### config.mk
export PLATFORM = sky130hd
export DESIGN_NAME = fir_decimator
export DESIGN_NICKNAME = d
export VERILOG_FILES = /design/src/rtl/fir_decimator.sv
export SDC_FILE = /design/constraint.sdc
export NUM_CORES = 1
export LEC_CHECK = 0
export ABC_CLOCK_PERIOD_IN_PS = 5560
export BUFFER_PORTS_ARGS = -buffer_cell sky130_fd_sc_hd__buf_2
export CAP_MARGIN = 20
export CORE_MARGIN = 3
export CORE_UTILIZATION = 35
export CTS_CLUSTER_DIAMETER = 100
export DETAILED_ROUTE_END_ITERATION = 16
export GPL_ROUTABILITY_DRIVEN = 0
export MAX_ROUTING_LAYER = met4
export PLACE_DENSITY = 0.59
export REMOVE_ABC_BUFFERS = 1
export SLEW_MARGIN = 15
export SYNTH_ARGS = -nofsm -noshare
export SYNTH_HDL_FRONTEND = slang
export SYNTH_SLANG_ARGS = --single-unit
export TNS_END_PERCENT = 1
### constraint.sdc
create_clock -name clk -period 5.56 [get_ports clk]
set_clock_uncertainty 0.15 [all_clocks]
set_input_delay 1.112 -clock clk [delete_from_list [all_inputs] [get_ports clk]]
set_output_delay 1.112 -clock clk [all_outputs]
set_load 0.01 [all_outputs]
### src/rtl/fir_decimator.sv
// fir_decimator: keeps one sample in every DECIM from the upstream FIR
// strobe stream and buffers the kept samples in a first-word-fall-through
// FIFO that drains over a valid/ready handshake.
//
// Parameters (the ranges below are not checked in the RTL):
//   WIDTH - sample width, signed two's complement
//   DECIM - decimation ratio, must be >= 1
//   PHASE - index of the kept sample within each group, 0 <= PHASE < DECIM
//   DEPTH - FIFO depth, power of two, >= 2
//
// Ports:
//   clk            system clock, rising edge
//   rst            asynchronous active-low reset
//   in_valid       one-cycle input strobe
//   data_in        input sample, read only when in_valid=1
//   data_out       FIFO head sample (combinational from storage)
//   out_valid      FIFO not empty
//   out_ready      consumer takes the head sample
//   count          FIFO occupancy, 0..DEPTH
//   overflow       sticky: a kept sample was dropped because the FIFO was full
//   clear_overflow synchronous clear of overflow (a same-cycle drop wins)
module fir_decimator #(
    parameter int WIDTH = 16,
    parameter int DECIM = 8,
    parameter int PHASE = 0,
    parameter int DEPTH = 4
) (
    input  logic                      clk,
    input  logic                      rst,
    input  logic                      in_valid,
    input  logic signed [WIDTH-1:0]   data_in,
    output logic signed [WIDTH-1:0]   data_out,
    output logic                      out_valid,
    input  logic                      out_ready,
    output logic [$clog2(DEPTH):0]    count,
    output logic                      overflow,
    input  logic                      clear_overflow
);
    // A DECIM of 1 would give a zero-width counter; keep one bit, it stays 0.
    localparam int PW = (DECIM > 1) ? $clog2(DECIM) : 1;
    localparam int AW = $clog2(DEPTH);

    localparam logic [PW-1:0] PHASE_SEL  = PW'(PHASE);
    localparam logic [PW-1:0] PHASE_LAST = PW'(DECIM - 1);
    localparam logic [AW:0]   FULL       = (AW + 1)'(DEPTH);

    logic [PW-1:0]                 phase;
    logic [AW-1:0]                 wr_ptr;
    logic [AW-1:0]                 rd_ptr;
    logic [DEPTH-1:0][WIDTH-1:0]   mem;

    logic keep;
    logic pop;
    logic push;
    logic drop;

    // Keep is decided on the phase value before this strobe's increment.
    assign keep = in_valid && (phase == PHASE_SEL);
    assign pop  = out_valid && out_ready;
    // A full FIFO that is popping this cycle has a free slot at the edge.
    assign push = keep && ((count < FULL) || pop);
    assign drop = keep && (count == FULL) && !pop;

    assign out_valid = (count != '0);
    assign data_out  = mem[rd_ptr];

    always_ff @(posedge clk or negedge rst) begin
        if (!rst) begin
            phase <= '0;
        end else if (in_valid) begin
            // The counter advances on every strobe, dropped or not.
            phase <= (phase == PHASE_LAST) ? '0 : phase + 1'b1;
        end
    end

    always_ff @(posedge clk or negedge rst) begin
        if (!rst) begin
            wr_ptr <= '0;
            rd_ptr <= '0;
            mem    <= '0;
            count  <= '0;
        end else begin
            if (push) begin
                mem[wr_ptr] <= data_in;
                wr_ptr      <= wr_ptr + 1'b1;
            end
            if (pop) begin
                rd_ptr <= rd_ptr + 1'b1;
            end
            case ({push, pop})
                2'b10:   count <= count + 1'b1;
                2'b01:   count <= count - 1'b1;
                default: count <= count;
            endcase
        end
    end

    always_ff @(posedge clk or negedge rst) begin
        if (!rst) begin
            overflow <= 1'b0;
        end else if (drop) begin
            overflow <= 1'b1;
        end else if (clear_overflow) begin
            overflow <= 1'b0;
        end
    end

endmodule

==> results of run 1 <==
-- power breakdown --
part           switching, uW  internal (uW)  leakage (uW)
Sequential               180            796      0.000946
Combinational            356            575      0.000985
Clock                    206            299      0.000113
-- placed cells by master (no fill, tap or decap), drive strengths merged, types with 2 or more instances in the layout --
cell and n:
nand2 3, xnor2 3, xor2 3, mux2 66, inv 9, bufinv 3
mux4 16, clkbuf 10, nand4 4, nand3 2, dfrtp 75, nor2 2
buf 42, ha 8, clkinvlp 2
-- synth_stat cells, types with 2 or more instances --
master / n
nand3_1: 2
nor2_1: 2
buf_2: 3
mux2_4: 40
nand4_4: 4
mux2_2: 26
buf_6: 5
nand2_1: 3
mux4_2: 16
ha_1: 8
buf_4: 2
xnor2_1: 3
inv_1: 9
xor2_1: 3
dfrtp_1: 75
-- routing by layer --
metal | wire length, um | part of all wire, % | vias to the layer above | track usage (%)
li1 | - | - | 853 | -
met1 | 3120 | 47 | 973 | 16.3
met2 | 3210 | 48 | 30 | 20.1
met3 | 264 | 4.0 | 6 | 4.38
met4 | 64 | 0.96 | 0 | 3.25
met5 | 0 | 0 | - | -
-- state kept, by name, summed over array words and instances, names as in the netlist --
register / cells
overflow: 1
rd_ptr: 2
wr_ptr: 2
mem: 64
phase: 3
count: 3
-- metrics by stage --
step           setup WS, ns  power, uW  instances  utilization, %
6_report               2.30       2410        392            41.9
2_1_floorplan          2.69       1640        200               -
3_5_place_dp           2.40       1930        375            39.4
3_3_place_gp           2.48       1910        375            39.4
4_1_cts                2.21       2450        391            41.9
5_1_grt                2.15       2570        392            41.9
-- cell type report --
cell class                      count  area, um2  area share [%]
Inverter                            9       33.8           0.817
Timing Repair Buffer               42        215            5.20
Clock buffer                       10        128            3.09
Clock inverter                      6        114            2.75
Multi-Input combinational cell    116       1600            38.7
Sequential cell                    75       1880            45.4
Antenna cell                        1       2.50          0.0605
Tap cell                          133        166            4.02
-- worst paths after layout --
kind	start	to	slack, ns	depth (start not counted)
max	rd_ptr[0]	data_out[15]	2.30	3
min	mem[36]	mem[36]	0.35	1
max reg2reg	count[2]	count[2]	3.23	8
min reg2reg	mem[36]	mem[36]	0.35	1
max in group asynchronous	rst	mem[2]	3.87	1
min in group asynchronous	rst	overflow	0.74	1
-- cell families after synthesis --
family / Yosys count
buffers and inverters: 20
adder cells (fa/ha/maj): 9
flip-flops: 75
AND/OR/NAND/NOR: 14
AO/OA/AOI/OAI: 4
XOR/XNOR: 6
multiplexers: 83
==> results.tsv, run 1 <==
metric	value	unit
status	finished clean	
yosysUniqueCellTypes	25	
insertion_delay	0.34	ns
post-dp-hpwl	4170	um
yosys.area_share.adder	3.34	%
wl_per_cell	17.0	um
hold_violations	0	
endpoint_kind	output port	
crit_chain	buf_4, mux4_2, buf_2	
drc	0	
ys_top_cells_by_area	dfrtp_1 (52%), mux2_4 (17%), mux4_2 (10%)	
synth_top_family_by_area	multiplexers	
synth-main-ff-cell	dfrtp_1	
first_iter_violations	70	
ant_nets	0	
synth-edff-count	0	
crit_fanout	13	
first_pass_iters	4	
startpoint_type	register	
clock_path_buffers	2	
setup_tns	0	ns
synth_xor_area_share	1.46	%
final_area	0.00414	mm2
die-width	107	um
powerDensity	583	mW/mm2
cts_buffers	9	
via_per_inst	4.75	
dieArea	0.0115	mm2
rsz0062_at_grt	false	
avgSynthCellArea	17.1	um2
worst_pin_slew	0.956	ns
cap_violations	0	
async_flop_share	100	%
setup_viol	0	
path_delay_family	flip-flops	
synth_top_area_share	52.1	%
cp.arrival	2.00	ns
ctsResizeCount	0	
synth-simple-area-share	3.72	%
slew_headroom	36.2	%
antenna_found_initial	1	
yosysTopAreaCell	dfrtp_1	
slew_viol_final	0	
overflow	0	
drive_above_1_share	55.4	%
groute.usage.overall	12.9	%
hold_class	register to register	
nNetsFinal	283	
p_leak	0.00204	uW
synth_mux_area_share	35.1	%
worstPathRequired	4.30	ns
hold_ws	0.355	ns
tritoncts	yes	
wl	6670	um
grt_pass1_vias	1989	
num_vias	1862	
cts_hold_buf	0	
placed_cell_area	0.00389	mm2
grt_pass1_wl	10900	um
ys.warnings.count	0	
htree_levels	3	
rows	36	
area_growth	14.9	%
die_y	107	um
fin_crit	3.26	ns
synthCells	211	
cp_slowest_cell	dfrtp_1	
io_pins	42	
fin_crit_sh	58.6	%
n_fill_cell	898	
synth-seq-area-share	52.1	%
clkTransAtPathRegs	0.08	ns
slowest_delay	0.57	ns
synth_seq_cells	75	
synth-compound-area-share	0.799	%
core-area	0.00986	mm2
synth_area	0.00360	mm2
grt_max_degree	76	
postCtsSetupBuffers	0	
critPathKind	register to output port	
crit_buf_inv	2	
vdd_ir_drop_max	0.000257	V
cts.sinks	75	
initial_utilization	36.5	%
root_buffer	clkbuf_8	
fmax	307	MHz
port_buffers	41	
Note: power is estimated with default switching activity, not from simulation.
==> run 2, diff against run 1 <==
--- a/config.mk
+++ b/config.mk
@@ -5,7 +5,8 @@
 export SDC_FILE = /design/constraint.sdc
 export NUM_CORES = 1
 export LEC_CHECK = 0
-export ABC_CLOCK_PERIOD_IN_PS = 5560
+export ABC_AREA = 1
+export ABC_CLOCK_PERIOD_IN_PS = 3200
 export BUFFER_PORTS_ARGS = -buffer_cell sky130_fd_sc_hd__buf_2
 export CAP_MARGIN = 20
 export CORE_MARGIN = 3
==> constraint.sdc (replaced) <==
create_clock -name clk -period 3.2 [get_ports clk]
set_clock_uncertainty 0.15 [all_clocks]
set_input_delay 0.64 -clock clk [delete_from_list [all_inputs] [get_ports clk]]
set_output_delay 0.64 -clock clk [all_outputs]
set_load 0.01 [all_outputs]
==> run 2 against run 1 <==
Global-route usage increased by 4.9 points. Flip-flop and latch count unchanged. Power increased by 73%. Sequential share of layout area decreased by 1.3 points. Critical path depth increased by 2. Cell count increased by 61%. Clock power increased by 32%. Critical path type unchanged.
==> results.tsv, run 2 <==
metric	value	unit	change
ctsResizeCount	0		unchanged
cap_violations	0		unchanged
dieArea	0.0122	mm2	+5.5%
ant_nets	0		unchanged
setup_tns	0	ns	unchanged
p_leak	0.00220	uW	+7.8%
synth_mux_area_share	0.295	%	-35 points
largest_reg_flops	64		unchanged
antenna_cells	0		-1
status	finished clean		
synth-simple-area-share	33.6	%	+30 points
port_buffers	41		unchanged
cts_buffers	9		unchanged
r2r_slack	1.05	ns	-2.18 ns
synth-seq-area-share	49.2	%	-2.9 points
clock_path_buffers	2		unchanged
cts_hold_buf	0		unchanged
cts.sinks	75		unchanged
antenna_found_initial	0		-1
die_y	110	um	+2.7%
core-area	0.0105	mm2	+6.1%
htree_levels	3		unchanged
drc	0		unchanged
wl_per_cell	15.8	um	-7.3%
via_per_inst	5.25		+11%
hold_violations	0		unchanged
power	4170	uW	+73%
synth-main-ff-cell	dfrtp_1		
fmax	387	MHz	
hold_class	primary input to async pin		
clkTransAtPathRegs	0.08	ns	about the same
io_pins	42		unchanged
final_cell_mix	nand2_1 (148), dfrtp_1 (75), nand4_1 (66)		
postCtsSetupBuffers	0		unchanged
avgSynthCellArea	8.20	um2	-52%
top_register	mem		
fin_crit_sh	80.8	%	
synthTopCellsByCount	nand2_1 (148), dfrtp_1 (75), nand4_1 (66)		
synth-edff-count	0		unchanged
crit_fanout	14		+1
nNetsFinal	522		+84%
worst_pin_slew	0.990	ns	+0.0335 ns
n_fill_cell	1095		+22%
final_common_cell	nand2_1		
yosys.area_share.adder	3.15	%	-0.19 points
synthCells	465		+120%
num_vias	3325		+79%
first_iter_violations	286		+310%
setup_viol	0		unchanged
rows	37		+2.8%
drive_above_1_share	15.3	%	-40 points
first_pass_iters	5		+1
vdd_ir_drop_max	0.000347	V	+35%
synth_top_family_by_area	simple AND/OR/NAND/NOR gates		
wl	9980	um	+50%
yosysUniqueCellTypes	20		-20%
synth_top_area_share	49.2	%	-2.9 points
synth_seq_cells	75		unchanged
slew_headroom	34.0	%	-2.2 points
regArea	0.00188	mm2	unchanged
insertion_delay	0.34	ns	about the same
initial_utilization	36.4	%	-0.065 points
startpoint_type	register		
async_flop_share	100	%	unchanged
yosysMostFrequentCell	nand2_1		
groute.usage.overall	17.7	%	+4.9 points
cp.arrival	1.79	ns	-0.21 ns
fin_crit	2.58	ns	
powerDensity	979	mW/mm2	+68%
multi_input_area	0.00169	mm2	+5.6%
post-dp-hpwl	5770	um	+39%
die-width	110	um	+2.7%
area_growth	11.8	%	
yosysTopAreaCell	dfrtp_1		
synth_xor_area_share	0.460	%	-1.0 points
grt_pass1_wl	16400	um	+51%
overflow	0		unchanged
grt_pass1_vias	3162		+59%
tritoncts	yes		
grt_max_degree	76		unchanged
rsz0062_at_grt	false		
reg_top3	mem: 64 flops, count: 3 flops, phase: 3 flops		
synth_area	0.00381	mm2	+5.9%
ys_top_cells_by_area	dfrtp_1 (49%), nand2_1 (15%), nand4_1 (11%)		
worstPathRequired	2.41	ns	-1.89 ns
synth-compound-area-share	6.83	%	+6.0 points
slew_viol_final	0		unchanged
endpoint_kind	output port		
ys.warnings.count	0		unchanged
critPathKind	register to output port		
root_buffer	clkbuf_8		
-- run 2: cell types whose count changed in the layout (fill, tap and decap cells not counted), sizes merged, moves of 6 or more --
cell	change
nor2	+48
nand3	+7
nand2	+147
mux4	-16
inv	+6
o21ai	+50
mux2	-65
nand4	+62
buf	+10
-- run 2: path summary, 6_finish.rpt --
path | start | end | cells after the start
worst max-delay path | rd_ptr[0] | data_out[8] | 5
min in group clk | mem[26] | mem[26] | 2
worst min-delay path | rst | mem[61] | 1
worst max register to register | phase[0] | mem[21] | 8
worst min register to register | mem[26] | mem[26] | 2
max in group asynchronous | rst | mem[37] | 1
-- run 2: critical path: stages, from the launching register on --
cell and delay, ns:
dfrtp_1 0.38, inv_1 0.28, buf_4 0.27, o21ai_0 0.09, o21ai_0 0.25, buf_2 0.18
-- run 2: layer usage --
metal / global-route usage, % / vias to the layer above / routed length (um)
met5: - / - / 0
met1: 23.7 / 1595 / 4510
met2: 28.2 / 109 / 4760
li1: - / 1612 / -
met3: 3.90 / 9 / 626
met4: 3.17 / 0 / 80
-- run 2: kinds of logic after synthesis --
kind of cell | after synthesis
flops | 75
fa+ha+maj | 9
xor+xnor | 2
buf+inv | 51
simple gates | 275
compound gates | 52
mux | 1
-- run 2: cell type report --
type                    count  area share (%)
repair buffers             52            6.81
multi-input cells         339            39.6
clock inverters             5           0.646
inverters                  15            1.32
well taps                 136            3.99
clock buffers              11            3.55
flip-flops and latches     75            44.0
-- run 2: where the power goes --
part | switching (uW) | leakage, uW | internal, uW
clock network | 348 | 0.0000949 | 319
logic | 1250 | 0.00114 | 643
registers | 241 | 0.000968 | 1370
total | 1840 | 0.00220 | 2330
-- run 2: metrics by stage --
stage	utilization, %	cells	cell area [um2]	worst slack, ns	hold slack (ns)
final	40.7	633	4260	0.616	0.286
after global routing	40.7	633	4260	0.466	0.338
after CTS	40.7	633	4260	0.552	0.323
after detailed placement	39.0	617	4080	0.856	0.304
after global placement	39.0	617	4080	0.878	0.299
after floorplan	-	429	3620	0.507	0.194
==> run 3, diff against run 2 <==
--- a/config.mk
+++ b/config.mk
@@ -6,7 +6,7 @@
 export NUM_CORES = 1
 export LEC_CHECK = 0
 export ABC_AREA = 1
-export ABC_CLOCK_PERIOD_IN_PS = 3200
+export ABC_CLOCK_PERIOD_IN_PS = 2400
 export BUFFER_PORTS_ARGS = -buffer_cell sky130_fd_sc_hd__buf_2
 export CAP_MARGIN = 20
 export CORE_MARGIN = 3
==> constraint.sdc (replaced) <==
create_clock -name clk -period 2.4 [get_ports clk]
set_clock_uncertainty 0.15 [all_clocks]
set_input_delay 0.48 -clock clk [delete_from_list [all_inputs] [get_ports clk]]
set_output_delay 0.48 -clock clk [all_outputs]
set_load 0.01 [all_outputs]
==> run 3 against run 2 <==
Clock power is 32% higher. Via count rose by 0.93%. Setup slack worse by 0.44 ns. Worst hold slack got worse by 0.068 ns. Final area up 1.5%. Register-to-register slack got worse by 0.73 ns. Routed wire length shrank 0.16%. Flip-flop and latch count unchanged. Non-clock buffer count grew 4. Cell count grew 0.63%. Critical path type unchanged. Critical endpoint is now data_out[0]. Highest routed layer unchanged.
==> results.tsv, run 3 (synthesis gave the netlist of run 2 again) <==
metric	value	unit	change
status	finished clean		
ant_nets	0		unchanged
grt_max_degree	41		-46%
tritoncts	yes		
r2r_slack	0.32	ns	-0.73 ns
power	5620	uW	+35%
rsz0062_at_grt	false		
vdd_ir_drop_max	0.000563	V	+62%
fin_crit	2.23	ns	
grt_pass1_wl	16700	um	+1.3%
overflow	0		unchanged
groute.usage.overall	18.3	%	+0.57 points
p_leak	0.00223	uW	+1.3%
hold_end	overflow		
r2r-end	mem[11]		
multi_input_area	0.00169	mm2	unchanged
first_pass_iters	5		unchanged
final_cells	637		+0.63%
final_common_cell	nand2_1		
dieArea	0.0122	mm2	unchanged
area_growth	13.5	%	
grt_pass1_vias	3236		+2.3%
post-dp-hpwl	5930	um	+2.8%
hold_violations	0		unchanged
clkTransAtPathRegs	0.07	ns	about the same
worst_pin_slew	0.470	ns	-0.519 ns
nNetsFinal	526		+0.77%
ff2ff_path_depth	8		unchanged
die-width	110	um	unchanged
rows	37		unchanged
hp-start	clear_overflow		
antenna_cells	0		unchanged
hold_path_depth	4		
fmax	449	MHz	
cp.arrival	1.60	ns	-0.19 ns
final_cell_mix	nand2_1 (148), dfrtp_1 (75), nand4_1 (66)		
setup_viol	0		unchanged
drc	0		unchanged
slew_viol_final	0		unchanged
top_register	mem		
slew_headroom	68.6	%	+35 points
core-area	0.0105	mm2	unchanged
top_usage_layer	met2		
n_fill_cell	1105		+0.91%
grt_util_met3	4.19	%	+0.29 points
dp_cells	620		+0.49%
initial_utilization	36.4	%	unchanged
startpoint_type	register		
wl_per_cell	15.6	um	-0.79%
clock_path_buffers	2		unchanged
postCtsSetupBuffers	0		unchanged
powerDensity	1300	mW/mm2	+33%
crit_fanout	32		+18
antenna_found_initial	0		unchanged
gr-usage-met2	29.3	%	+1.0 points
insertion_delay	0.34	ns	about the same
critPathLaunch	rd_ptr[1]		
utilization	41.3	%	+0.61 points
worstPathRequired	1.77	ns	-0.64 ns
cts.sinks	75		unchanged
num_vias	3356		+0.93%
regArea	0.00188	mm2	unchanged
htree_levels	3		unchanged
critPathKind	register to output port		
endpoint_kind	output port		
wl	9960	um	-0.16%
io_pins	42		unchanged
die_y	110	um	unchanged
hold_class	primary input to register		
cap_violations	0		unchanged
cts_buffers	9		unchanged
largest_reg_flops	64		unchanged
drive_above_1_share	15.2	%	-0.12 points
via_per_inst	5.27		+0.30%
port_buffers	41		unchanged
root_buffer	clkbuf_8		
gr-usage-met1	23.8	%	+0.072 points
fin_crit_sh	92.8	%	
r2r_start	phase[0]		
reg_top3	mem: 64 flops, count: 3 flops, phase: 3 flops		
first_iter_violations	265		-7.3%
-- run 3: cell types whose count changed in the layout (fill, tap and decap cells not counted), sizes merged --
cell         before  now
clkinv            4    2
clkinvlp          1    0
clkbuf           11   14
dlygate4sd3       0    1
buf              52   55
-- run 3: final cells by class --
type	instances	area share [%]
Timing Repair Buffer	56	8.33
Inverter	15	1.30
Clock inverter	2	0.231
Tap cell	136	3.93
Clock buffer	14	3.76
Sequential cell	75	43.4
Multi-Input combinational cell	339	39.1
-- run 3: power breakdown --
part	switching [uW]	internal, uW	total, uW
Clock	449	430	879
Combinational	1680	921	2600
Sequential	321	1830	2150
Total	2450	3180	5620
-- run 3: how the worst max path moves through the flow --
stage,to,slack [ns],cells after the start
floorplan,count[2],-0.13,10
global placement,count[2],0.33,10
detailed placement,count[2],0.29,10
CTS,data_out[0],0.16,5
global route,data_out[3],0.01,5
finish,data_out[0],0.17,5
-- run 3: layer usage --
layer | part of all wire (%) | up-vias
li1 | - | 1622
met1 | 46 | 1624
met2 | 47 | 97
met3 | 5.7 | 13
met4 | 1.2 | 0
met5 | 0 | -
-- run 3: per-stage QoR --
| stage | area [um2] | hold slack, ns | setup slack, ns | setup TNS, ns |
|---|---|---|---|---|
| 2_1_floorplan | 3620 | 0.0344 | -0.133 | -0.257 |
| 5_1_grt | 4330 | 0.216 | 0.0135 | 0 |
| 6_report | 4330 | 0.218 | 0.172 | 0 |
| 4_1_cts | 4330 | 0.203 | 0.159 | 0 |
| 3_5_place_dp | 4140 | 0.267 | 0.294 | 0 |
| 3_3_place_gp | 4140 | 0.267 | 0.331 | 0 |
-- run 3: repair_timing --
| item | in CTS | in global routing |
|---|---|---|
| hold endpoints to repair | 24 | 0 |
| hold buffers | 1 | 0 |
| gates resized for setup | 0 | 0 |
-- run 3: critical path: stages (launching register included) --
cell and delay (ns):
dfrtp_1 0.40, inv_1 0.10, buf_12 0.20, o21ai_0 0.12
o21ai_0 0.24, buf_2 0.18
